File: config.mk
export PLATFORM = sky130hd
export DESIGN_NAME = mem_bus_arbiter
export DESIGN_NICKNAME = d
export VERILOG_FILES = /design/src/rtl/mem_bus_arbiter_pkg.sv /design/src/rtl/mem_bus_arbiter_timeout.sv /design/src/rtl/mem_bus_arbiter.sv
export SDC_FILE = /design/constraint.sdc
export NUM_CORES = 1
export LEC_CHECK = 0
export CORE_AREA = 5 5 197 199
export CTS_CLUSTER_DIAMETER = 120
export CTS_CLUSTER_SIZE = 25
export DETAILED_ROUTE_END_ITERATION = 10
export DIE_AREA = 0 0 202 204
export GPL_TIMING_DRIVEN = 0
export PLACE_DENSITY = 0.47
export SETUP_SLACK_MARGIN = 0.5
export SLEW_MARGIN = 10
export SYNTH_ARGS = -nofsm -noshare
export SYNTH_HDL_FRONTEND = slang
export SYNTH_HIERARCHICAL = 1
export SYNTH_SLANG_ARGS = --single-unit
File: constraint.sdc
create_clock -name clk -period 2.8 [get_ports clk]
set_input_delay 0.84 -clock clk [delete_from_list [all_inputs] [get_ports clk]]
set_output_delay 0.84 -clock clk [all_outputs]
set_load 0.1 [all_outputs]
File: src/rtl/mem_bus_arbiter_pkg.sv
// Shared types for the core memory bus arbiter: FSM states, grant owner and access sizes.
package mem_bus_arbiter_pkg;

  typedef logic [2:0] msize_t;

  localparam msize_t MSIZE1 = 3'd0;
  localparam msize_t MSIZE2 = 3'd1;
  localparam msize_t MSIZE4 = 3'd2;
  localparam msize_t MSIZE8 = 3'd3;

  typedef enum logic [1:0] {
    StIdle,
    StBusyI,
    StBusyD
  } arb_state_t;

  typedef enum logic {
    GrantFetch,
    GrantData
  } grant_t;

  // Winner when both ports request in the same IDLE cycle.
  function automatic grant_t tie_winner(input bit prio_data, input grant_t last_grant);
    if (prio_data) begin
      return GrantData;
    end
    return (last_grant == GrantFetch) ? GrantData : GrantFetch;
  endfunction

endpackage

File: src/rtl/mem_bus_arbiter_timeout.sv
// Watchdog for a stuck bus transaction: saturating BUSY-cycle counter with a sticky error flag.
module arb_timeout_counter #(
  parameter int unsigned TIMEOUT = 0
) (
  input  logic clk_i,
  input  logic rst_ni,
  input  logic clear_i,
  input  logic enable_i,
  output logic err_o
);

  if (TIMEOUT == 0) begin : g_off
    logic unused_inputs;
    assign unused_inputs = ^{clk_i, rst_ni, clear_i, enable_i};
    assign err_o = 1'b0;
  end else begin : g_on
    localparam int unsigned CntW = $clog2(TIMEOUT + 1);
    localparam logic [CntW-1:0] Limit = CntW'(TIMEOUT);

    logic [CntW-1:0] cnt_q, cnt_d;
    logic            err_q, err_d;

    always_comb begin
      cnt_d = cnt_q;
      if (clear_i) begin
        cnt_d = '0;
      end else if (enable_i && (cnt_q != Limit)) begin
        cnt_d = cnt_q + CntW'(1);
      end
      // Error is sticky; only reset clears it.
      err_d = err_q | (cnt_d == Limit);
    end

    always_ff @(posedge clk_i or negedge rst_ni) begin
      if (!rst_ni) begin
        cnt_q <= '0;
        err_q <= 1'b0;
      end else begin
        cnt_q <= cnt_d;
        err_q <= err_d;
      end
    end

    assign err_o = err_q;
  end

endmodule

File: src/rtl/mem_bus_arbiter.sv
// Arbitrates the single memory bus between instruction fetch and the data stage,
// latching the granted request and steering the completion back to its owner.
module mem_bus_arbiter
  import mem_bus_arbiter_pkg::*;
#(
  parameter bit          PRIO_DATA = 1'b1,
  parameter int unsigned TIMEOUT   = 0
) (
  input  logic        clk,
  input  logic        resetn,

  input  logic        if_valid,
  input  logic [63:0] if_addr,
  output logic [31:0] if_data,
  output logic        if_ok,

  input  logic        dm_valid,
  input  logic        dm_write,
  input  logic [63:0] dm_addr,
  input  logic [2:0]  dm_size,
  input  logic [7:0]  dm_strobe,
  input  logic [63:0] dm_wdata,
  output logic [63:0] dm_rdata,
  output logic        dm_ok,

  output logic        bus_valid,
  output logic        bus_write,
  output logic [63:0] bus_addr,
  output logic [2:0]  bus_size,
  output logic [7:0]  bus_strobe,
  output logic [63:0] bus_wdata,
  input  logic [63:0] bus_rdata,
  input  logic        bus_ok,

  output logic        err
);

  arb_state_t  state_q, state_d;
  grant_t      last_grant_q, last_grant_d;

  logic        grant_valid;
  grant_t      grant_sel;

  logic        write_q, write_d;
  logic [63:0] addr_q, addr_d;
  msize_t      size_q, size_d;
  logic [7:0]  strobe_q, strobe_d;
  logic [63:0] wdata_q, wdata_d;

  // Arbitration only happens from IDLE, so grants are at least two cycles apart.
  always_comb begin
    grant_valid = (state_q == StIdle) && (if_valid || dm_valid);
    grant_sel   = GrantFetch;
    if (if_valid && dm_valid) begin
      grant_sel = tie_winner(PRIO_DATA, last_grant_q);
    end else if (dm_valid) begin
      grant_sel = GrantData;
    end
  end

  always_comb begin
    state_d = state_q;
    unique case (state_q)
      StIdle: begin
        if (grant_valid) begin
          state_d = (grant_sel == GrantData) ? StBusyD : StBusyI;
        end
      end
      StBusyI, StBusyD: begin
        if (bus_ok) begin
          state_d = StIdle;
        end
      end
      default: state_d = StIdle;
    endcase
  end

  always_comb begin
    last_grant_d = last_grant_q;
    write_d      = write_q;
    addr_d       = addr_q;
    size_d       = size_q;
    strobe_d     = strobe_q;
    wdata_d      = wdata_q;
    if (grant_valid) begin
      last_grant_d = grant_sel;
      if (grant_sel == GrantData) begin
        write_d  = dm_write;
        addr_d   = dm_addr;
        size_d   = dm_size;
        strobe_d = dm_strobe;
        wdata_d  = dm_wdata;
      end else begin
        write_d  = 1'b0;
        addr_d   = if_addr;
        size_d   = MSIZE4;
        strobe_d = '0;
        wdata_d  = '0;
      end
    end
  end

  always_ff @(posedge clk or negedge resetn) begin
    if (!resetn) begin
      state_q      <= StIdle;
      last_grant_q <= GrantFetch;
      write_q      <= 1'b0;
      addr_q       <= '0;
      size_q       <= '0;
      strobe_q     <= '0;
      wdata_q      <= '0;
    end else begin
      state_q      <= state_d;
      last_grant_q <= last_grant_d;
      write_q      <= write_d;
      addr_q       <= addr_d;
      size_q       <= size_d;
      strobe_q     <= strobe_d;
      wdata_q      <= wdata_d;
    end
  end

  // Completion is a same-cycle pass-through of bus_ok to the owning port only.
  always_comb begin
    bus_valid  = (state_q != StIdle);
    bus_write  = write_q;
    bus_addr   = addr_q;
    bus_size   = size_q;
    bus_strobe = strobe_q;
    bus_wdata  = wdata_q;
    if_ok      = (state_q == StBusyI) && bus_ok;
    dm_ok      = (state_q == StBusyD) && bus_ok;
    if_data    = '0;
    dm_rdata   = '0;
    if (if_ok) begin
      if_data = addr_q[2] ? bus_rdata[63:32] : bus_rdata[31:0];
    end
    if (dm_ok) begin
      dm_rdata = bus_rdata;
    end
  end

  arb_timeout_counter #(
    .TIMEOUT(TIMEOUT)
  ) u_timeout (
    .clk_i   (clk),
    .rst_ni  (resetn),
    .clear_i (grant_valid),
    .enable_i((state_q != StIdle) && !bus_ok),
    .err_o   (err)
  );

endmodule
==> flow_summary.toml, run 1 <==
[cts]
path_clk_slew_ns = 0.07
numClockSinks = 142
cts_hold_buf = 0
cts_max_path_buffers = 2
cts_made_buffers = 17
root_buffer = "clkbuf_16"
ctsHtreeMaxLevel = 4
tritoncts = "built"
clk_latency_ns = 0.42

[pwr]
switching_share_pct = 61.4
leakage_nw = 6.76
power_frac_comb_pct = 70.7
p_int_mw = 7.79
sequentialPowerShare_pct = 17.5
switching_power_mw = 12.4
p_per_area_nw_per_um2 = 1370
clockPowerShare_pct = 11.8
ir_drop_mv = 0.811

[synthesis]
yosysWarnings = 6
netlist_instances = 621
avgSynthCellArea_um2 = 10.9
syn_nets = 898
synthesis.area_um2 = 6750

[sta]
post-route-worst-setup-slack_ns = 0.153
setup_viol = 0
clock-skew-final_ns = 0.0133
holdWs_ns = 0.362
slew_viol_final = 0
rsz0062_at_grt = "true"
period_share_pct = 94.5
period_needed_ns = 2.65
worst_slew_pin_slew_ns = 0.610
max_freq_mhz = 378
relSlewSlack_pct = 59.5
hold_viol = 0

[grt]
grt_antenna_before_repair = 5
grt_max_degree = 81
track_usage_pct = 17.3
gr-total-overflow = 0
grt_pass1_vias = 7844
grt_first_pass_wirelength_um = 53700

[setup_path]
cp_num_buf_inv = 2
path_class = "in -> out"
startpoint_type = "input pin"
path_delay_family = "buffers and inverters"
worstPathArrival_ns = 1.81
required_ns = 1.96
max_stage_delay_ns = 0.52
path_cells = "clkdlybuf4s50_1 > mux2i_2 > nor2_4 > buf_12"
cp_max_fo = 2
endpoint_kind = "output port"
slowest_stage = "clkdlybuf4s50_1"

[job]
cap_viol_max_count = 0

[finish]
area_growth_pct = 118
final_common_cell = "clkdlybuf4s50_1"
multiInputGateArea_um2 = 3620
nets = 1444
design_area_um2 = 14700
final_cell_mix = "clkdlybuf4s50_1, dfrtp_1, clkbuf_2"
final_util_pct = 39.8
regArea_um2 = 3560
fillerInstances = 3645
drive_gt1_share_pct = 40.5
stdcell_count = 1657

[drt]
avgRoutedWirePerCell_um = 22.5
vias_per_cell = 4.34
drtIter0Drc = 251
drc = 0
vias = 7199
wl_um = 37400
dr.pass1.iters = 4
ant_nets = 0

[floorplan]
initial_core_util_pct = 18.2
pin_count = 513
die_w_um = 202
floorplan.rows = 71
die_area_um2 = 41200
core_um2 = 37000
die-height_um = 204

[hold_path]
hold_class = "in -> async"

[outcome]
outcome = "finished clean"

[place]
dp.cells = 1606
placed_cell_area_um2 = 13200
numPortBuffers = 510
gp_congestion = 0.801
place_ws_ns = -1.42
dp_hpwl_um = 29900
## per-layer routing
| layer | up-vias | track usage (%) | part of all wire (%) |
|---|---|---|---|
| met5 | - | 0 | 0.056 |
| met1 | 3490 | 18.3 | 36 |
| met2 | 347 | 32.0 | 53 |
| met4 | 4 | 4.52 | 2.1 |
| met3 | 36 | 7.01 | 8.9 |
| li1 | 3322 | - | - |
## power by group through the flow
stage                     sequential, mW  clock, mW  combinational (mW)
final                               3.53       2.39                14.3
after global routing                3.66       2.54                14.8
after CTS                           3.51       2.45                14.2
after detailed placement            3.54          0                14.2
after global placement              3.54          0                14.2
after floorplan                     10.1          0                3.79
## worst reg2reg max path: cells and delay by family (launching register included)
kind | cells | cell delay [ns]
DFF | 1 | 0.41
and+or+nand+nor | 1 | 0.12
buffers and inverters | 4 | 0.84
adders and majority gates | 1 | 0.15
AOI/OAI and AO/OA | 1 | 0.22
## stage by stage
| stage | power (mW) | setup TNS [ns] |
|---|---|---|
| 4_1_cts | 20.1 | 0 |
| 6_report | 20.2 | 0 |
| 3_3_place_gp | 17.7 | -907.74 |
| 2_1_floorplan | 13.9 | 0 |
| 3_5_place_dp | 17.7 | -128.89 |
| 5_1_grt | 21.0 | 0 |
## flip-flops by register name, indices dropped and copies added (netlist names)
name and flops:
bus_strobe 8, state_q 2, bus_write 1, bus_addr 64, bus_size 3, bus_wdata 64
## what timing repair did
action | 4_1_cts | 5_1_grt
buffers inserted | 3 | 6
cloned | 3 | 4
gates resized for setup | 1029 | 417
pin swaps | 7 | 13
setup endpoints to repair | 239 | 239
## area by class of cell
class | count | area share [%]
Tap cell | 474 | 4.02
Clock buffer | 19 | 3.00
Buffer | 61 | 4.35
Clock inverter | 12 | 1.09
Timing Repair Buffer | 527 | 38.6
Sequential cell | 142 | 24.1
Antenna cell | 4 | 0.0679
Multi-Input combinational cell | 412 | 24.6
Inverter | 6 | 0.195
## path summary, 6_finish.rpt
path	start	to	slack [ns]	cells after the start
max	bus_rdata[15]	if_data[15]	0.15	4
min	resetn	bus_wdata[56]$_DFFE_PN0P_	0.36	1
max reg2reg	state_q[0]$_DFFE_PN0P_	bus_wdata[5]$_DFFE_PN0P_	0.99	7
min reg2reg	bus_addr[39]$_DFFE_PN0P_	bus_addr[39]$_DFFE_PN0P_	0.48	2
max in group asynchronous	resetn	bus_addr[33]$_DFFE_PN0P_	1.62	2
min in group clk	bus_addr[39]$_DFFE_PN0P_	bus_addr[39]$_DFFE_PN0P_	0.48	2
Note: power is estimated with default switching activity, not from simulation.
==> run 2: changes to the inputs <==
- CAP_MARGIN: default -> 20
==> run 2 against run 1 <==
Compared with the run above: maximum frequency rose by 0.36%; wire length hardly changed; global-route usage shrank 0.059 points; count of clock-buffer cells in the layout increased by 1; critical path type unchanged.
==> flow_summary.toml, run 2 (synthesized netlist as in run 1, its figures left out) <==
[outcome]
outcome = "finished clean"

[grt]
grt_antenna_before_repair = 2
gr-total-overflow = 0
track_usage_pct = 17.3
grt_pass1_vias = 7805
grt_max_degree = 81
grt_first_pass_wirelength_um = 53200

[cts]
root_buffer = "clkbuf_16"
ctsHtreeMaxLevel = 4
cts_max_path_buffers = 2
cts_made_buffers = 17
path_clk_slew_ns = 0.07
tritoncts = "built"
numClockSinks = 142
clk_latency_ns = 0.42

[finish]
multiInputGateArea_um2 = 3610
final_common_cell = "clkdlybuf4s50_1"
final_util_pct = 39.5
regArea_um2 = 3560
final_cell_mix = "clkdlybuf4s50_1, clkbuf_2, dfrtp_1"
area_growth_pct = 117
fillerInstances = 3622
nets = 1443
drive_gt1_share_pct = 40.5

[sta]
hold_viol = 0
period_needed_ns = 2.64
slew_viol_final = 0
worst_slew_pin_slew_ns = 0.601
period_share_pct = 94.2
clock-skew-final_ns = 0.00950
relSlewSlack_pct = 60.1
rsz0062_at_grt = "true"
holdWs_ns = 0.359
setup_viol = 0
max_freq_mhz = 379

[floorplan]
initial_core_util_pct = 18.2
floorplan.rows = 71
die_area_um2 = 41200
die-height_um = 204
die_w_um = 202
core_um2 = 37000
pin_count = 513

[setup_path]
worst-r2r-setup-slack_ns = 0.92
r2r_cells = 7
regToRegEndpoint = "bus_wdata[5]$_DFFE_PN0P_"
slowest_stage = "clkdlybuf4s50_1"
startpoint_type = "input pin"
max_stage_delay_ns = 0.50
worstPathArrival_ns = 1.80
required_ns = 1.96
endpoint_kind = "output port"
path_cells = "clkdlybuf4s50_1 > mux2i_2 > nor2_4 > buf_12"
path_class = "in -> out"
cp_max_fo = 2
r2r-start = "state_q[0]$_DFFE_PN0P_"

[drt]
drc = 0
drtIter0Drc = 222
vias_per_cell = 4.33
wl_um = 37400
dr.pass1.iters = 4
ant_nets = 0
vias = 7157
avgRoutedWirePerCell_um = 22.6

[pwr]
sequentialPowerShare_pct = 17.7
switching_share_pct = 61.7
power_frac_comb_pct = 70.7
leakage_nw = 6.75
p_int_mw = 7.66
clockPowerShare_pct = 11.6
p_per_area_nw_per_um2 = 1370
switching_power_mw = 12.4
ir_drop_mv = 0.811

[place]
numPortBuffers = 510
gp_congestion = 0.801
dp_hpwl_um = 29900

[hold_path]
hold_class = "in -> async"

[job]
cap_viol_max_count = 0
-- run 2: changes by cell type in the layout (fill, tap and decap cells not counted), sizes merged --
cell           before  now
buf               156  151
clkbuf            182  187
clkdlybuf4s50     226  221
dlygate4sd2        12   17
clkinv              3    6
diode               4    1
bufinv              3    2
clkinvlp            4    3
inv                 8    7
-- run 2: power by group through the flow --
| stage | Sequential, mW | Clock (mW) | Combinational [mW] |
|---|---|---|---|
| finish | 3.54 | 2.32 | 14.2 |
| global route | 3.66 | 2.48 | 14.7 |
| CTS | 3.51 | 2.41 | 14.2 |
| detailed placement | 3.54 | 0 | 14.2 |
| global placement | 3.54 | 0 | 14.2 |
| floorplan | 10.1 | 0 | 3.79 |
-- run 2: cell type report --
cell class | count | share of cell area, %
clock buffer | 20 | 3.12
multi-input combinational | 412 | 24.6
tap | 474 | 4.05
antenna | 1 | 0.0171
buffer | 61 | 4.39
sequential | 142 | 24.3
timing repair buffer | 526 | 38.4
inverter | 6 | 0.179
clock inverter | 12 | 0.931
-- run 2: how the worst max path moves through the flow --
| stage | startpoint | endpoint | slack, ns | cells after the start |
|---|---|---|---|---|
| detailed placement | bus_ok | dm_rdata[40] | -1.40 | 5 |
| CTS | state_q[0]$_DFFE_PN0P_ | dm_rdata[46] | 0.14 | 6 |
| global placement | resetn | bus_addr[2]$_DFFE_PN0P_ | -6.57 | 1 |
| global route | state_q[0]$_DFFE_PN0P_ | dm_rdata[33] | 0.11 | 6 |
| finish | bus_rdata[18] | if_data[18] | 0.16 | 4 |
| floorplan | bus_addr[2]$_DFFE_PN0P_ | if_data[10] | 0.36 | 4 |
-- run 2: layer usage --
layer | routed length [um] | global-route usage, % | share of wire, %
met5 | 13 | 0 | 0.035
met1 | 13600 | 18.2 | 37
met4 | 845 | 4.44 | 2.3
met3 | 3270 | 7.08 | 8.7
met2 | 19600 | 32.0 | 52
-- run 2: stage by stage --
stage / setup TNS, ns / setup slack (ns) / total power [mW] / cells / instance area [um^2]
after global routing: 0 / 0.109 / 20.8 / 1654 / 14700
after detailed placement: -127.95 / -1.40 / 17.7 / 1608 / 13300
after floorplan: 0 / 0.361 / 13.9 / 621 / 7500
after CTS: 0 / 0.144 / 20.2 / 1646 / 14700
after global placement: -907.74 / -6.57 / 17.7 / 1605 / 13200
final: 0 / 0.163 / 20.0 / 1654 / 14700
-- run 2: what timing repair did --
| item | in CTS | in global routing |
|---|---|---|
| resized for setup | 1026 | 395 |
| setup buffers | 4 | 6 |
| cloned | 4 | 1 |
| pin swaps | 10 | 19 |
| setup endpoints to repair | 239 | 239 |
| hold buffers | 0 | 0 |
-- run 2: critical path: cells and delay by family --
| family | cells | cell delay, ns |
|---|---|---|
| AND/OR/NAND/NOR | 1 | 0.16 |
| buffers and inverters | 2 | 0.69 |
| multiplexers | 1 | 0.10 |
